==> src/rtl/mmio_bus_if.sv <==
// Shared MMIO bus bundle: two requesting masters, the arbiter's response path,
// and the registered RAM/IO slave side.
interface mmio_bus_if;
  // Handshake: a master holds req and its fields stable until it sees its
  // one-cycle gnt pulse. The matching rvalid pulse follows one cycle after
  // gnt. rdata and dec_err are meaningful only while an rvalid is high.
  logic        m0_req;
  logic        m1_req;
  logic        m0_we;
  logic        m1_we;
  logic [31:0] m0_addr;
  logic [31:0] m1_addr;
  logic [31:0] m0_wdata;
  logic [31:0] m1_wdata;
  logic [2:0]  m0_funct3;
  logic [2:0]  m1_funct3;
  logic        m0_gnt;
  logic        m1_gnt;
  logic        m0_rvalid;
  logic        m1_rvalid;
  logic [31:0] rdata;
  logic        dec_err;
  logic [31:0] s_addr;
  logic [31:0] s_wdata;
  logic [2:0]  s_funct3;
  logic        mem_we;
  logic        io_we;
  logic [31:0] mem_rdata;
  logic [31:0] io_rdata;

  // Arbiter view: takes master requests and slave read data.
  modport slave (
    input  m0_req, m1_req, m0_we, m1_we, m0_addr, m1_addr,
           m0_wdata, m1_wdata, m0_funct3, m1_funct3, mem_rdata, io_rdata,
    output m0_gnt, m1_gnt, m0_rvalid, m1_rvalid, rdata, dec_err,
           s_addr, s_wdata, s_funct3, mem_we, io_we
  );

  // Environment view: masters plus the RAM/IO slaves.
  modport master (
    output m0_req, m1_req, m0_we, m1_we, m0_addr, m1_addr,
           m0_wdata, m1_wdata, m0_funct3, m1_funct3, mem_rdata, io_rdata,
    input  m0_gnt, m1_gnt, m0_rvalid, m1_rvalid, rdata, dec_err,
           s_addr, s_wdata, s_funct3, mem_we, io_we
  );
endinterface

==> src/rtl/mmio_bus_arbiter.sv <==
// Two-master MMIO arbiter/sequencer with RAM/IO address decode.
// Define MMIO_ARB_RR_EN for round-robin arbitration; fixed m0 priority otherwise.
module mmio_bus_arbiter #(
  parameter logic [31:0] RAM_LIMIT = 32'h0000_1000,
  parameter logic [31:0] IO_BASE   = 32'h0000_1000,
  parameter logic [31:0] IO_LAST   = 32'h0000_100F
) (
  input  logic       clk,
  input  logic       reset,
  mmio_bus_if.slave  bus,
  output logic [1:0] state_dbg
);

  typedef enum logic [1:0] {
    IDLE   = 2'd0,
    ACCESS = 2'd1,
    RESP   = 2'd2
  } state_t;

  state_t state;
  logic   owner;
  logic   ram_hit_q;
  logic   io_hit_q;

  logic        any_req;
  logic        pick_m1;
  logic        win_we;
  logic [31:0] win_addr;
  logic [31:0] win_wdata;
  logic [2:0]  win_funct3;
  logic        win_ram;
  logic        win_io;

`ifdef MMIO_ARB_RR_EN
  // last_owner = 1 after reset so m0 takes the first tie.
  logic last_owner;
  assign pick_m1 = bus.m1_req & (~bus.m0_req | ~last_owner);
`else
  assign pick_m1 = bus.m1_req & ~bus.m0_req;
`endif

  assign any_req    = bus.m0_req | bus.m1_req;
  assign win_we     = pick_m1 ? bus.m1_we     : bus.m0_we;
  assign win_addr   = pick_m1 ? bus.m1_addr   : bus.m0_addr;
  assign win_wdata  = pick_m1 ? bus.m1_wdata  : bus.m0_wdata;
  assign win_funct3 = pick_m1 ? bus.m1_funct3 : bus.m0_funct3;
  assign win_ram    = (win_addr < RAM_LIMIT);
  assign win_io     = (win_addr >= IO_BASE) && (win_addr <= IO_LAST);

  assign state_dbg  = state;

  always_ff @(posedge clk or negedge reset) begin
    if (!reset) begin
      state         <= IDLE;
      owner         <= 1'b0;
      ram_hit_q     <= 1'b0;
      io_hit_q      <= 1'b0;
      bus.m0_gnt    <= 1'b0;
      bus.m1_gnt    <= 1'b0;
      bus.m0_rvalid <= 1'b0;
      bus.m1_rvalid <= 1'b0;
      bus.rdata     <= 32'h0;
      bus.dec_err   <= 1'b0;
      bus.s_addr    <= 32'h0;
      bus.s_wdata   <= 32'h0;
      bus.s_funct3  <= 3'h0;
      bus.mem_we    <= 1'b0;
      bus.io_we     <= 1'b0;
`ifdef MMIO_ARB_RR_EN
      last_owner    <= 1'b1;
`endif
    end else begin
      bus.m0_gnt    <= 1'b0;
      bus.m1_gnt    <= 1'b0;
      bus.m0_rvalid <= 1'b0;
      bus.m1_rvalid <= 1'b0;
      bus.dec_err   <= 1'b0;
      bus.mem_we    <= 1'b0;
      bus.io_we     <= 1'b0;
      case (state)
        IDLE, RESP: begin
          if (any_req) begin
            // Write enables are registered here so they cover exactly the ACCESS cycle.
            state        <= ACCESS;
            owner        <= pick_m1;
            bus.m0_gnt   <= ~pick_m1;
            bus.m1_gnt   <= pick_m1;
            bus.s_addr   <= win_addr;
            bus.s_wdata  <= win_wdata;
            bus.s_funct3 <= win_funct3;
            bus.mem_we   <= win_we & win_ram;
            bus.io_we    <= win_we & win_io;
            ram_hit_q    <= win_ram;
            io_hit_q     <= win_io;
`ifdef MMIO_ARB_RR_EN
            last_owner   <= pick_m1;
`endif
          end else begin
            state <= IDLE;
          end
        end
        ACCESS: begin
          state         <= RESP;
          bus.rdata     <= ram_hit_q ? bus.mem_rdata :
                           io_hit_q  ? bus.io_rdata  : 32'h0;
          bus.m0_rvalid <= ~owner;
          bus.m1_rvalid <= owner;
          bus.dec_err   <= ~(ram_hit_q | io_hit_q);
        end
        default: state <= IDLE;
      endcase
    end
  end

endmodule

==> src/flat_wrapper.sv <==
// flat-port wrapper written by rule: the top's interface ports become plain ports
module mmio_bus_arbiter_flat 
#(
  parameter logic [31:0] RAM_LIMIT = 32'h0000_1000,
  parameter logic [31:0] IO_BASE   = 32'h0000_1000,
  parameter logic [31:0] IO_LAST   = 32'h0000_100F
)
  (clk, reset, state_dbg, bus_m0_req, bus_m1_req, bus_m0_we, bus_m1_we, bus_m0_addr, bus_m1_addr, bus_m0_wdata, bus_m1_wdata, bus_m0_funct3, bus_m1_funct3, bus_mem_rdata, bus_io_rdata, bus_m0_gnt, bus_m1_gnt, bus_m0_rvalid, bus_m1_rvalid, bus_rdata, bus_dec_err, bus_s_addr, bus_s_wdata, bus_s_funct3, bus_mem_we, bus_io_we);
  mmio_bus_if bus_i ();
  input  logic clk;
  input  logic reset;
  output logic [1:0] state_dbg;
  input wire logic [$bits(bus_i.m0_req)-1:0] bus_m0_req;
  input wire logic [$bits(bus_i.m1_req)-1:0] bus_m1_req;
  input wire logic [$bits(bus_i.m0_we)-1:0] bus_m0_we;
  input wire logic [$bits(bus_i.m1_we)-1:0] bus_m1_we;
  input wire logic [$bits(bus_i.m0_addr)-1:0] bus_m0_addr;
  input wire logic [$bits(bus_i.m1_addr)-1:0] bus_m1_addr;
  input wire logic [$bits(bus_i.m0_wdata)-1:0] bus_m0_wdata;
  input wire logic [$bits(bus_i.m1_wdata)-1:0] bus_m1_wdata;
  input wire logic [$bits(bus_i.m0_funct3)-1:0] bus_m0_funct3;
  input wire logic [$bits(bus_i.m1_funct3)-1:0] bus_m1_funct3;
  input wire logic [$bits(bus_i.mem_rdata)-1:0] bus_mem_rdata;
  input wire logic [$bits(bus_i.io_rdata)-1:0] bus_io_rdata;
  output wire logic [$bits(bus_i.m0_gnt)-1:0] bus_m0_gnt;
  output wire logic [$bits(bus_i.m1_gnt)-1:0] bus_m1_gnt;
  output wire logic [$bits(bus_i.m0_rvalid)-1:0] bus_m0_rvalid;
  output wire logic [$bits(bus_i.m1_rvalid)-1:0] bus_m1_rvalid;
  output wire logic [$bits(bus_i.rdata)-1:0] bus_rdata;
  output wire logic [$bits(bus_i.dec_err)-1:0] bus_dec_err;
  output wire logic [$bits(bus_i.s_addr)-1:0] bus_s_addr;
  output wire logic [$bits(bus_i.s_wdata)-1:0] bus_s_wdata;
  output wire logic [$bits(bus_i.s_funct3)-1:0] bus_s_funct3;
  output wire logic [$bits(bus_i.mem_we)-1:0] bus_mem_we;
  output wire logic [$bits(bus_i.io_we)-1:0] bus_io_we;
  assign bus_i.m0_req = bus_m0_req;
  assign bus_i.m1_req = bus_m1_req;
  assign bus_i.m0_we = bus_m0_we;
  assign bus_i.m1_we = bus_m1_we;
  assign bus_i.m0_addr = bus_m0_addr;
  assign bus_i.m1_addr = bus_m1_addr;
  assign bus_i.m0_wdata = bus_m0_wdata;
  assign bus_i.m1_wdata = bus_m1_wdata;
  assign bus_i.m0_funct3 = bus_m0_funct3;
  assign bus_i.m1_funct3 = bus_m1_funct3;
  assign bus_i.mem_rdata = bus_mem_rdata;
  assign bus_i.io_rdata = bus_io_rdata;
  assign bus_m0_gnt = bus_i.m0_gnt;
  assign bus_m1_gnt = bus_i.m1_gnt;
  assign bus_m0_rvalid = bus_i.m0_rvalid;
  assign bus_m1_rvalid = bus_i.m1_rvalid;
  assign bus_rdata = bus_i.rdata;
  assign bus_dec_err = bus_i.dec_err;
  assign bus_s_addr = bus_i.s_addr;
  assign bus_s_wdata = bus_i.s_wdata;
  assign bus_s_funct3 = bus_i.s_funct3;
  assign bus_mem_we = bus_i.mem_we;
  assign bus_io_we = bus_i.io_we;
  mmio_bus_arbiter #(.RAM_LIMIT(RAM_LIMIT), .IO_BASE(IO_BASE), .IO_LAST(IO_LAST)) u_core (.clk(clk), .reset(reset), .bus(bus_i), .state_dbg(state_dbg));
endmodule
==> config.mk <==
export PLATFORM = sky130hd
export DESIGN_NAME = mmio_bus_arbiter_flat
export DESIGN_NICKNAME = d
export VERILOG_FILES = /design/src/rtl/mmio_bus_if.sv /design/src/rtl/mmio_bus_arbiter.sv /design/src/flat_wrapper.sv
export SDC_FILE = /design/constraint.sdc
export NUM_CORES = 1
export LEC_CHECK = 0
export ABC_AREA = 1
export BUFFER_PORTS_ARGS = -buffer_cell sky130_fd_sc_hd__buf_2
export CORE_AREA = 4 4 119 121
export DETAILED_ROUTE_END_ITERATION = 6
export DIE_AREA = 0 0 123 125
export GPL_ROUTABILITY_DRIVEN = 0
export PLACE_DENSITY = 0.74
export SYNTH_ARGS = -nofsm -noshare
export SYNTH_HDL_FRONTEND = slang
export SYNTH_SLANG_ARGS = --single-unit
==> constraint.sdc <==
create_clock -name clk -period 2.35 [get_ports clk]
set_input_delay 0.1175 -clock clk [delete_from_list [all_inputs] [get_ports clk]]
set_output_delay 0.1175 -clock clk [all_outputs]
set_load 0.005 [all_outputs]
* Word level (Yosys, flattened, before mapping) *
Index checks and enable logic that the tools add are counted.

cells by class
  order comparisons = 3
  equal/unequal tests = 2
  mux-type cells = 19
  bitwise gates (word level) = 9
  reduce and logical (&&, ||, !) cells = 4

operator list
  cell                  number
  $mux 32               4
  $ge 32x13->1 const B  1
  $le 32x13->1 const B  1
  $lt 32x13->1 const B  1
  $mux 1                13
  $not 1->1             4
  $pmux 2 s2            1
  $and 1x1->1           3
  $mux 3                1
  $eq 2x1->1 const B    1
  $eq 2x2->1 const B    1
  $logic_not 2->1       1
  $or 1x1->1            2
  $reduce_and 2->1      1
  $reduce_or 2->1       1
  $logic_and 1x1->1     1

storage, ports and cells
  flip-flop bits (word level) = 111
  input port bits = 204
  output and inout bits = 108
  word-level logic and storage cells = 52

* Depth between registers and ports, before layout *
Gate-level depths: netlist of the first run.

  depth after elaboration = 8
  mapped depth = 12
  depth with buffers taken out = 11

* Worst setup path after synthesis of the first run *
OpenSTA, ideal clock, no wires.

  path kind = register to register
  start point = register u_core.state[0], in the netlist u_core.state_dbg[0]
  end point = register u_core.bus.rdata[24]
  library setup time = 124 ps
  arrival = 1242 ps
  required time = 2226 ps
  setup slack = 984 ps
  cell stages (with the launch flop) = 7
  buffers on the path = 1
  period minus slack after synthesis = 1366 ps
  cells stage by stage = dfrtp_1 -> inv_1 -> nor2_2 -> clkinv_1 -> clkbuf_1 -> a21oi_1 -> a21oi_1

on the way
  word-level cells in the longest chain between the ends = 1

RTL lines
  what                      line                     source
  start: declaration        mmio_bus_arbiter.sv:20   state_t state;
  start signal: assignment  mmio_bus_arbiter.sv:54   state <= IDLE;
  start signal: assignment  mmio_bus_arbiter.sv:84   state <= ACCESS;
  start signal: assignment  mmio_bus_arbiter.sv:99   state <= IDLE;
  $eq 2x1->1                mmio_bus_arbiter.sv:80   case (state)
  end signal: assignment    mmio_bus_arbiter.sv:104  bus.rdata <= ram_hit_q ? bus.mem_rdata :
  end: declaration          mmio_bus_if.sv:35        output m0_gnt, m1_gnt, m0_rvalid, m1_rvalid, rdata, dec_err,

Every way passes these cells.
A chain may end at the register's enable or synchronous reset.

* Worst setup path after layout of the first run *
  start point = register u_core.state[0], in the netlist u_core.state_dbg[0]
  end point = register u_core.bus.rdata[11]

Same word-level chain as after synthesis.

==> results of run 1 <==
## timing repair
action / 4_1_cts / 5_1_grt
hold buffers: 1 / 0
resized for setup: 0 / 0
endpoints found under the hold margin: 70 / 0
setup buffers: 0 / 0
## report_power, final
group	internal (mW)	switching, mW	leakage, nW
Clock	0.747	0.681	0.132
Sequential	2.30	0.209	1.34
Combinational	0.638	0.756	2.33
## state kept, by name, summed over array words and instances (netlist names)
signal / flops
u_core.bus.rdata: 32
u_core.bus.s_addr: 32
u_core.bus.m1_rvalid: 1
u_core.bus.s_wdata: 32
u_core.bus.m1_gnt: 1
u_core.ram_hit_q: 1
u_core.bus.dec_err: 1
u_core.bus.m0_rvalid: 1
u_core.bus.s_funct3: 3
u_core.bus.io_we: 1
u_core.io_hit_q: 1
u_core.bus.mem_we: 1
u_core.state_dbg: 2
u_core.bus.m0_gnt: 1
u_core.owner: 1
## kinds of logic (layout without fill, tap and decap cells)
logic type             count (synthesis)  in the layout  share of synthesized area (%)
DFF                                  111            111                          53.75
muxes                                  2              2                         0.3874
and+or+nand+nor                      278            278                          21.94
AOI/OAI and AO/OA                    178            178                          17.51
buffers and inverters                 77            374                          6.416
## routing by layer
layer | up-vias | wire length (um) | GRT usage [%]
li1 | 2706 | - | -
met5 | - | 41 | 0
met2 | 256 | 8925 | 38.63
met4 | 6 | 273 | 6.710
met3 | 21 | 1829 | 5.872
met1 | 2520 | 6845 | 26.93
## cell usage after synthesis (all sizes together)
cell | number | area share [%]
mux2i | 2 | 0.39
inv | 30 | 2.2
nor2 | 102 | 7.6
nand3b | 2 | 0.29
nand2 | 130 | 9.7
nand4 | 1 | 0.12
o22ai | 1 | 0.12
nor3 | 1 | 0.097
dfrtp | 111 | 54
nand3 | 41 | 4.0
buf | 13 | 1.7
clkbuf | 33 | 2.4
clkinv | 1 | 0.073
a21oi | 65 | 6.3
a31oi | 10 | 1.2
o21ai | 102 | 9.9
or2 | 1 | 0.12
## worst paths after layout
check	endpoint	cells after the start	startpoint
max in group asynchronous	u_core.bus.s_addr[1]	3	reset
worst min register to register	u_core.bus.m0_rvalid	1	u_core.owner
worst max-delay path	u_core.bus.rdata[11]	6	u_core.state_dbg[0]
worst max register to register	u_core.bus.rdata[11]	6	u_core.state_dbg[0]
worst min-delay path	u_core.bus.rdata[28]	3	bus_io_rdata[28]
min in group asynchronous	u_core.bus.rdata[17]	2	reset
## worst max-delay path: stages (launching register included)
cell      delay (ns)
dfrtp_1         0.34
inv_1           0.10
nor2_2          0.11
clkinv_1        0.35
buf_4           0.36
a21oi_1         0.14
a21oi_1         0.08
## layout make-up
type,instances,area (sq um)
Fill cell,1230,5918
Sequential cell,111,2778
Multi-Input combinational cell,458,2069
Timing Repair Buffer,327,1707
Clock buffer,11,242.7
Tap cell,176,220.2
Inverter,31,116.4
Clock inverter,5,33.78
==> impl_metrics.csv, run 1 <==
group,metric,value,unit
die,placementRows,42,
placed_design,dp_hpwl,13620,um
placed_design,io_buffers,311,
setup_path,required,2.57,ns
final_layout,syn_to_final_growth,38.69,%
synthesis,ys_ff_latch,111,
route,viasPerCell,4.923,
global_route,grt_usage,22.26,%
sta,rsz0062_at_grt,"no",
sta,min_period,1.607,ns
synthesis,syn-cell-area,5167,sq um
synthesis,syn_nets,850,
worst_hold_path,hold_path_class,"primary input to flop",
sta,tightestPinTransition,0.6132,ns
synthesis,yosysWarningCount,0,
synthesis,ys_types,26,
setup_path,crit_type,"flop to flop",
clocking,clockRootBuffer,"clkbuf_16",
sta,hold_ws,0.03371,ns
placed_design,numPlacedInstances,1102,
die,dieArea,15380,sq um
final_layout,drive_above_1_share,36.80,%
die,core_area,13090,sq um
synthesis,netlist_instances,646,
placed_design,preCtsSetupSlack,0.4785,ns
final_layout,post-route-cell-area,7167,sq um
final_layout,final_common_cell,"buf_2",
clocking,clock_latency,0.34,ns
pwr,total_power,5.336,mW
sta,fmax,0.6225,GHz
synthesis,synth.avg_cell_area,7.999,sq um
clocking,cts_tree,"done",
sta,setup_viol,0,
setup_path,worstPathArrival,1.83,ns
die,start_util,39.49,%
pwr,p_leak,3.808,nW
global_route,overflow,0,
setup_path,regToRegSetupSlack,0.74,ns
run,max_cap_violations,0,
global_route,grt_pass1_wl,26790,um
die,ioPinCount,312,
pwr,ir_worst_vdd,0.3568,mV
sta,finClkSkew,0.007740,ns
run_status,outcome,"finished, final reports clean",
global_route,grt_max_degree,71,
route,drt_pass1_iterations,6,
global_route,grt_pass1_vias,5225,
synthesis,ys_seq_area_share,53.75,%
global_route,antenna_found_initial,3,
final_layout,fin_cells,1119,
final_layout,antennaDiodeCount,0,
clocking,htree_levels,3,
placed_design,dpl_cell_area,6880,sq um
clocking,clock_path_buffers,2,
route,wl_per_cell,16.01,um
sta,hold_viol_final,0,
pwr,pwr_density_cell,744.5,nW/um^2
die,die_y,125,um
clocking,cts_inserted_buffers,9,
route,num_vias,5509,
route,final_antenna_net_count,0,
setup_path,cp_max_fo,21,
final_layout,utilization,54.77,%
die,die_w,123,um
setup_path,critPathCaptureType,"flop",
sta,fin_crit_sh,68.36,%
final_layout,final_nets,1142,
route,drc,0,
sta,relSlewSlack,59.12,%
setup_path,startpoint_type,"flop",
sta,layout_setup_ws,0.7435,ns
final_layout,layout_common_cells,"310 x buf_2, 128 x nand2_1, 111 x dfrtp_1, 100 x nor2_1, 97 x o21ai_0",
route,drt-total-wl,17910,um
sta,slew_violations,0,
route,drt_iter0_drc,205,
sta,fin_setup_tns,0,ns
clocking,clock_sinks,111,
clocking,cts.clk_slew.worst_paths,0.07,ns
Power figures use the tool's default switching activity.
==> inputs of run 2 (changes only) <==
- CORE_AREA: 4 4 119 121 -> 4 4 120 122
- DIE_AREA: 0 0 123 125 -> 0 0 124 126
- PLACE_DENSITY: 0.74 -> 0.73
- clock period: 2.35 -> 1.52 ns (I/O delays scaled with it)
==> impl_metrics.csv, run 2 (synthesis gave the netlist of run 1 again) <==
group,metric,value,unit
global_route,gr-max-usage-layer,"met2",
pwr,pwr_density_cell,1107,nW/um^2
clocking,cts.clk_slew.worst_paths,0.07,ns
global_route,grt_pass1_vias,5604,
route,drc,0,
clocking,htree_levels,3,
sta,fin_crit_sh,86.24,%
final_layout,utilization,57.58,%
global_route,grt_max_degree,76,
route,wl_per_cell,16.08,um
setup_path,cp_slowest_stage_delay,0.37,ns
global_route,grt_util_met2,41.08,%
final_layout,syn_to_final_growth,46.97,%
final_layout,top_regs,"u_core.bus.rdata: 32 flops, u_core.bus.s_addr: 32 flops, u_core.bus.s_wdata: 32 flops",
global_route,grt_use_met3,5.964,%
global_route,overflow,0,
route,drt-total-wl,18570,um
die,placementRows,42,
final_layout,final_common_cell,"buf_2",
route,final_antenna_net_count,0,
pwr,ir_worst_vdd,0.4557,mV
clocking,cts_inserted_buffers,9,
final_layout,antennaDiodeCount,0,
die,dieArea,15620,sq um
clocking,clock_path_buffers,2,
die,ioPinCount,312,
clocking,cts_tree,"done",
die,core_area,13190,sq um
sta,rsz0062_at_grt,"no",
setup_path,crit_top_cell,"o21ai_0",
global_route,antenna_found_initial,0,
sta,fin_setup_tns,0,ns
die,start_util,39.18,%
setup_path,reg2reg_from,"u_core.state_dbg[0]",
global_route,grt_pass1_wl,27890,um
setup_path,r2r-end,"u_core.bus.s_wdata[13]",
route,drt_iter0_drc,272,
clocking,clock_sinks,111,
die,die_y,126,um
setup_path,required,1.78,ns
worst_hold_path,hold_path_class,"primary input to flop",
sta,setup_viol,0,
setup_path,reg2reg_depth,6,
sta,min_period,1.311,ns
sta,slew_violations,0,
sta,fmax,0.7629,GHz
clocking,cts_resized,0,
sta,tightestPinTransition,0.4609,ns
setup_path,path_cells,"inv_1 > o21ai_4 > clkinv_1 > buf_12 > o21ai_0 > o21ai_0",
sta,hold_viol_final,0,
setup_path,cp_max_fo,43,
route,viasPerCell,4.889,
run,max_cap_violations,0,
setup_path,critPathCaptureType,"flop",
placed_design,io_buffers,311,
clocking,clock_latency,0.34,ns
route,num_vias,5647,
pwr,p_leak,3.994,nW
placed_design,dp_hpwl,13550,um
setup_path,cpMaxStageDelayCell,"dfrtp_1",
sta,relSlewSlack,69.28,%
setup_path,worstPathArrival,1.58,ns
worst_hold_path,min_from,"bus_m1_addr[3]",
worst_hold_path,hold-path-cell-count,3,
final_layout,drive_above_1_share,36.16,%
clocking,clockRootBuffer,"clkbuf_16",
setup_path,crit_type,"flop to flop",
setup_path,regToRegSetupSlack,0.21,ns
global_route,grt_usage,22.76,%
final_layout,layout_common_cells,"310 x buf_2, 128 x nand2_1, 111 x dfrtp_1, 100 x nor2_1, 97 x o21ai_0",
final_layout,final_nets,1178,
sta,finClkSkew,0.006634,ns
die,die_w,124,um
route,drt_pass1_iterations,5,
run_status,outcome,"finished, final reports clean",
setup_path,startpoint_type,"flop",
clocking,post_cts_buffers,0,
worst_hold_path,whs_endpoint,"u_core.bus.s_addr[3]",
global_route,met1_usage,26.27,%
## run 2: worst max path at each step
stage / startpoint / depth (start not counted) / to
global route: u_core.state_dbg[0] / 7 / u_core.bus.io_we
floorplan: u_core.state_dbg[0] / 6 / u_core.bus.rdata[24]
CTS: u_core.state_dbg[0] / 6 / u_core.bus.s_funct3[0]
detailed placement: bus_m1_req / 12 / u_core.bus.io_we
finish: u_core.state_dbg[0] / 6 / u_core.bus.s_wdata[13]
global placement: bus_m0_req / 12 / u_core.bus.io_we
## run 2: cell type report
type                    count  area [sq um]
inverters                  31         116.4
clock buffers              14         264.0
clock inverters             2         15.01
flip-flops and latches    111          2778
well taps                 176         220.2
multi-input cells         458          2069
repair buffers            363          2132
fillers                  1230          5595
## run 2: critical path, delay by kind of cell, from the launching register on
| kind | cells | cell delay [ns] |
|---|---|---|
| DFF | 1 | 0.37 |
| buffers and inverters | 3 | 0.43 |
| AOI/OAI and AO/OA | 3 | 0.41 |
## run 2: metrics by stage
stage | power, mW | hold WS (ns) | setup slack [ns] | cells | area, sq um
after global routing | 8.959 | 0.01362 | 0.05963 | 1155 | 7595
after CTS | 8.495 | 0.0004680 | 0.1732 | 1155 | 7595
after global placement | 6.159 | 0.05649 | 0.1140 | 1111 | 7036
after detailed placement | 6.199 | 0.05643 | 0.05929 | 1111 | 7036
final | 8.408 | 0.009581 | 0.2092 | 1155 | 7595
after floorplan | 4.844 | -0.2196 | 0.1539 | 646 | 5167
## run 2: power breakdown
part | switching [mW] | leakage [nW] | internal [mW] | total (mW)
Combinational | 1.21 | 2.52 | 1.08 | 2.29
Clock | 1.03 | 0.129 | 1.21 | 2.23
Sequential | 0.328 | 1.34 | 3.56 | 3.89
## run 2: layer usage
layer  vias to the layer above  wire length [um]  part of all wire, %
li1                       2769                 -                    -
met1                      2600              6995                   38
met2                       261              9408                   51
met3                        17              1945                   10
met4                         0               220                  1.2
met5                         -                 0                    0
## run 2: repair_timing
item | 4_1_cts | 5_1_grt
endpoints found under the setup margin | 0 | 0
hold buffers | 28 | 0
hold endpoints to repair | 55 | 0
